$ cat config.mk
export PLATFORM = sky130hd
export DESIGN_NAME = hsv_core_regfile_sb
export DESIGN_NICKNAME = d
export VERILOG_FILES = /design/src/rtl/hsv_core_regfile_sb.sv
export SDC_FILE = /design/constraint.sdc
export NUM_CORES = 2
export LEC_CHECK = 0
export ABC_AREA = 1
export CAP_MARGIN = 20
export CORE_UTILIZATION = 30
export CTS_BUF_LIST = sky130_fd_sc_hd__clkbuf_8
export DETAILED_ROUTE_END_ITERATION = 10
export PLACE_DENSITY = 0.51
export SETUP_SLACK_MARGIN = 0.5
export SYNTH_ARGS = -nofsm -noshare
export SYNTH_HDL_FRONTEND = slang
export SYNTH_SLANG_ARGS = --single-unit
$ cat constraint.sdc
create_clock -name clk_core -period 4.5 [get_ports clk_core]
set_clock_uncertainty 0.2 [all_clocks]
set_input_delay 0.9 -clock clk_core [delete_from_list [all_inputs] [get_ports clk_core]]
set_output_delay 0.9 -clock clk_core [all_outputs]
set_load 0.05 [all_outputs]
$ cat src/rtl/hsv_core_regfile_sb.sv
// rtl/hsv_core_regfile_sb.sv - register file with per-register reservation scoreboard
// Multi-port combinational reads, one write-back port, one reservation port and flush.
module hsv_core_regfile_sb #(
    parameter int DATA_W   = 32,
    parameter int NUM_REGS = 32,
    parameter int NUM_RD   = 2,
    parameter int BYPASS   = 1,
    localparam int ADDR_W  = $clog2(NUM_REGS)
) (
    input  logic                       clk_core,
    input  logic                       rst,
    input  logic [NUM_RD*ADDR_W-1:0]   rd_addr,
    output logic [NUM_RD*DATA_W-1:0]   rd_data,
    output logic [NUM_RD-1:0]          rd_busy,
    input  logic                       wr_valid,
    input  logic [ADDR_W-1:0]          wr_addr,
    input  logic [DATA_W-1:0]          wr_data,
    input  logic                       rsv_valid,
    input  logic [ADDR_W-1:0]          rsv_addr,
    output logic                       rsv_ready,
    input  logic                       flush
);

    logic [DATA_W-1:0]   r_mem [NUM_REGS];
    logic [NUM_REGS-1:0] r_busy;
    logic [NUM_REGS-1:0] w_busy_nxt;
    logic                w_wr_en;
    logic                w_rsv_take;

    assign w_wr_en    = wr_valid && (wr_addr != '0);
    assign rsv_ready  = !flush && ((rsv_addr == '0) || !r_busy[rsv_addr] ||
                                   (wr_valid && (wr_addr == rsv_addr)));
    assign w_rsv_take = rsv_valid && rsv_ready && (rsv_addr != '0);

    // Reservation set is applied after the write-back clear so a new reservation wins.
    always_comb begin
        w_busy_nxt = r_busy;
        if (w_wr_en) begin
            w_busy_nxt[wr_addr] = 1'b0;
        end
        if (w_rsv_take) begin
            w_busy_nxt[rsv_addr] = 1'b1;
        end
        if (flush) begin
            w_busy_nxt = '0;
        end
    end

    always_ff @(posedge clk_core) begin
        if (rst) begin
            for (int i = 0; i < NUM_REGS; i++) begin
                r_mem[i] <= '0;
            end
            r_busy <= '0;
        end else begin
            if (w_wr_en) begin
                r_mem[wr_addr] <= wr_data;
            end
            r_busy <= w_busy_nxt;
        end
    end

    for (genvar g = 0; g < NUM_RD; g++) begin : g_rd
        logic [ADDR_W-1:0] w_addr;
        logic              w_byp;

        assign w_addr = rd_addr[g*ADDR_W +: ADDR_W];
        assign w_byp  = (BYPASS != 0) && wr_valid && (wr_addr == w_addr);
        assign rd_data[g*DATA_W +: DATA_W] = (w_addr == '0) ? '0 :
                                             w_byp          ? wr_data : r_mem[w_addr];
        assign rd_busy[g] = (w_addr != '0) && !w_byp && r_busy[w_addr];
    end

endmodule

==> impl_metrics.csv <==
group,metric,value,unit
outcome,status,"complete, no violations",
sta,fin_crit,4.05,ns
power,seqPwrFrac,47.6,%
setup_path,worstReg2RegEnd,"r_busy[15]",
setup_path,ff2ff_setup_slack,2.47,ns
sta,hold_violations,0,
cts,ctsHoldBuffers,0,
cts,clock_latency,0.96,ns
setup_path,critPathTopFamily,"buffers and inverters",
min_path,hold_class,"flip-flop to flip-flop",
min_path,hp-start,"r_busy[26]",
synth,synthMuxAreaShare,0,%
synth,synth-seq-cells,1056,
sta,setup-tns-final,0,ns
cts,root_buffer,"clkbuf_8",
min_path,min_to,"r_busy[26]",
synth,synthArstFlopShare,0,%
setup_path,cp.arrival,2.95,ns
die,die_h,444,um
sta,period_share,90.0,%
setup_path,crit_type,"input pin to output port",
drt,vias,55723,
placed_design,portBuffers,123,
finish,multi_input_area,0.0227,sq mm
finish,syn2layout_area_growth,18.4,%
drt,drc,0,
sta,grt_setup_unrepaired,"yes",
setup_path,required,3.40,ns
global_route,antenna_found_initial,8,
min_path,holdPathStages,2,
synth,synth_top_area_cell,"edfxtp_1",
job,drv_cap,0,
setup_path,slowest_delay,0.44,ns
global_route,grt_max_degree,141,
die,coreArea,0.193,sq mm
setup_path,slowest_stage,"o31ai_1",
cts,cts_max_level,4,
setup_path,r2r_start,"r_busy[31]",
sta,hold_ws,0.267,ns
cts,numCtsBuffers,181,
setup_path,path_buf_inv,6,
synth,synth-simple-area-share,20.5,%
global_route,grt_pass1_wl,377000,um
setup_path,reg2reg_depth,11,
setup_path,critPathCaptureType,"output port",
sta,relSlewSlack,29.1,%
die,initial_utilization,30.3,%
synth,syn_inst,6945,
cts,clockBufferDepth,3,
drt,drt_iter0_drc,8036,
power,power_switching_share,31.2,%
power,ir_worst_vdd,0.295,mV
drt,vias_per_cell,5.79,
synth,synth_top_area_share,52.5,%
cts,cts_tree,"built",
sta,setup_viol_count_final,0,
synth,synth_cell_types,29,
power,power.switching,7.56,mW
setup_path,crit_path_frequent_cell,"buf_4",
setup_path,cp_max_fo,16,
power,p_comb_share,18.3,%
die,io_pins,124,
finish,fill_cells,19474,
drt,first_pass_iters,9,
global_route,grt_remaining_overflow,0,
die,die_area,0.197,sq mm
finish,layout-drive-gt1-share,11.3,%
power,clockPowerShare,34.1,%
power,internal-power,16.7,mW
cts,clkSlewWorstSetupHoldPaths,0.05,ns
drt,avgRoutedWirePerCell,28.6,um
drt,wl,275000,um
power,power-per-cell-area,349,mW/mm^2
placed_design,gp_congestion,0.908,
synth,ys_warn_count,0,
placed_design,place_hpwl,154000,um
synth,synth_top_family_by_area,"simple AND/OR/NAND/NOR gates",
synth,synth_seq_area_share,53.5,%
synth,synthFlopType,"edfxtp_1",
placed_design,placed_area,0.0648,sq mm
power,p_leak,26.5,nW
finish,stdcell_area,0.0694,sq mm
synth,synth_compound_area_share,17.1,%
finish,nNetsFinal,7019,
finish,register_area,0.0314,sq mm
synth,synth_xor_area_share,0.0598,%
sta,fmax,247,MHz
global_route,gr-usage-all-layers,26.5,%
drt,postRouteAntennaNets,0,
synth,postSynthAreaPerCell,8.44,sq um
sta,worst_slew_pin_slew,1.06,ns
synth,synthTopCellsByArea,"edfxtp_1 52%, nor2_1 7.9%, nand3_1 6.5%, o211ai_1 5.7%, o21ai_0 5.5%",
cts,cts_sinks,1056,
die,num_rows,161,
synth,syn_area,0.0586,sq mm
sta,finalMaxSlewViolations,0,
global_route,grt_pass1_vias,51668,
setup_path,crit_chain,"buf_16 > clkinv_16 > nand4_1 > buf_4 > clkinv_1 > buf_4 > o31ai_1 > buf_12",
synth,synth_fa_ha_area_share,0,%
die,fp.dieW,444,um
setup_path,start_kind,"input pin",
synth,synth_edf_count,1024,
setup_path,cp-startpoint,"rd_addr[5]",
==> timing repair <==
item / CTS / global route
gates cloned: 2 / 16
setup buffers: 11 / 11
gates resized for setup: 70 / 87
endpoints found under the setup margin: 64 / 59
pin swaps: 4 / 6
==> kinds of logic after synthesis <==
group,Yosys count
flops,1056
xor+xnor,4
other cells,1
simple gates,2907
compound gates,1723
buf+inv,1254
==> Yosys cell counts (4+ instances only) <==
library cell / n
nand4_1: 42
buf_2: 204
a21oi_1: 532
edfxtp_1: 1024
clkbuf_1: 361
dfxtp_1: 32
o31ai_1: 19
nor3_1: 29
o221ai_1: 11
nor2_1: 1228
a31oi_1: 7
clkinv_1: 4
buf_4: 51
nand3_1: 760
inv_1: 573
nand2_1: 845
o22ai_1: 16
xor2_1: 4
buf_1: 53
inv_2: 6
o211ai_1: 445
o2111ai_1: 40
o21ai_0: 650
==> layout by cell type, fill, tap and decap left out, types with 7 or more instances in the layout <==
cell type | netlist | final
o31ai_1 | 19 | 15
o221ai_1 | 11 | 11
nand3_1 | 760 | 725
nor2_1 | 1228 | 1223
o21ai_0 | 650 | 647
buf_8 | 0 | 7
clkbuf_16 | 0 | 15
a21oi_2 | 0 | 16
o2111ai_1 | 40 | 34
dfxtp_1 | 32 | 32
nand2_1 | 845 | 781
clkinv_1 | 4 | 57
inv_1 | 573 | 616
clkinv_2 | 0 | 22
a21oi_1 | 532 | 515
clkbuf_8 | 0 | 187
nand3_2 | 0 | 34
buf_12 | 0 | 166
o22ai_1 | 16 | 15
edfxtp_1 | 1024 | 1024
nand4_1 | 42 | 42
nand2_2 | 2 | 65
o211ai_1 | 445 | 445
buf_6 | 2 | 14
nor3_1 | 29 | 24
buf_16 | 0 | 24
buf_4 | 51 | 196
clkdlybuf4s50_1 | 0 | 38
conb_1 | 1 | 32
==> power by group through the flow <==
stage / clock network (mW) / registers [mW] / logic, mW
6_report: 8.28 / 11.5 / 4.43
5_1_grt: 8.73 / 11.6 / 4.61
4_1_cts: 8.33 / 11.5 / 4.20
3_5_place_dp: 0 / 11.7 / 4.14
3_3_place_gp: 0 / 11.7 / 4.11
2_1_floorplan: 0 / 11.7 / 2.23
==> worst min-delay path, delay by kind of cell (launching register included) <==
family,cells,cell delay [ns]
flip-flops,1,0.31
AND/OR/NAND/NOR,1,0.06
AO/OA/AOI/OAI,1,0.05
==> state kept, by name, indices dropped and copies added (netlist names) <==
register	cells
r_busy	32
r_mem	1024
==> per-stage QoR <==
stage	utilization (%)	setup WS, ns	instances	power (mW)
final	35.9	0.451	9630	24.2
after detailed placement	33.5	-0.129	9262	15.9
after floorplan	-	0.341	6976	13.9
after global placement	33.5	-0.212	9261	15.8
after global routing	35.9	0.429	9628	24.9
after CTS	35.4	0.390	9597	24.0
==> layout make-up <==
type	instances	share of cell area [%]
Clock inverter	136	0.950
Sequential cell	1056	45.2
Inverter	583	3.24
Timing Repair Buffer	473	9.59
Multi-Input combinational cell	4666	32.7
Antenna cell	3	0.0108
Timing Repair inverter	1	0.0162
Clock buffer	186	3.69
Tap cell	2526	4.55
==> per-layer routing <==
layer | GRT usage [%] | part of all wire [%] | vias to the layer above
li1 | - | - | 24065
met4 | 16.4 | 6.9 | 2
met3 | 5.11 | 11 | 860
met1 | 33.1 | 37 | 27143
met5 | 0 | 0.0047 | -
met2 | 42.2 | 45 | 3653
==> how the worst max path moves through the flow <==
stage / slack, ns / cells after the start / endpoint
2_1_floorplan: 0.34 / 7 / rd_data[48]
3_3_place_gp: -0.21 / 9 / rd_data[19]
3_5_place_dp: -0.13 / 10 / rd_data[19]
4_1_cts: 0.39 / 9 / rd_data[55]
5_1_grt: 0.43 / 12 / rd_data[22]
6_report: 0.45 / 8 / rd_data[49]
No activity file was read; power rests on OpenSTA's default activity.
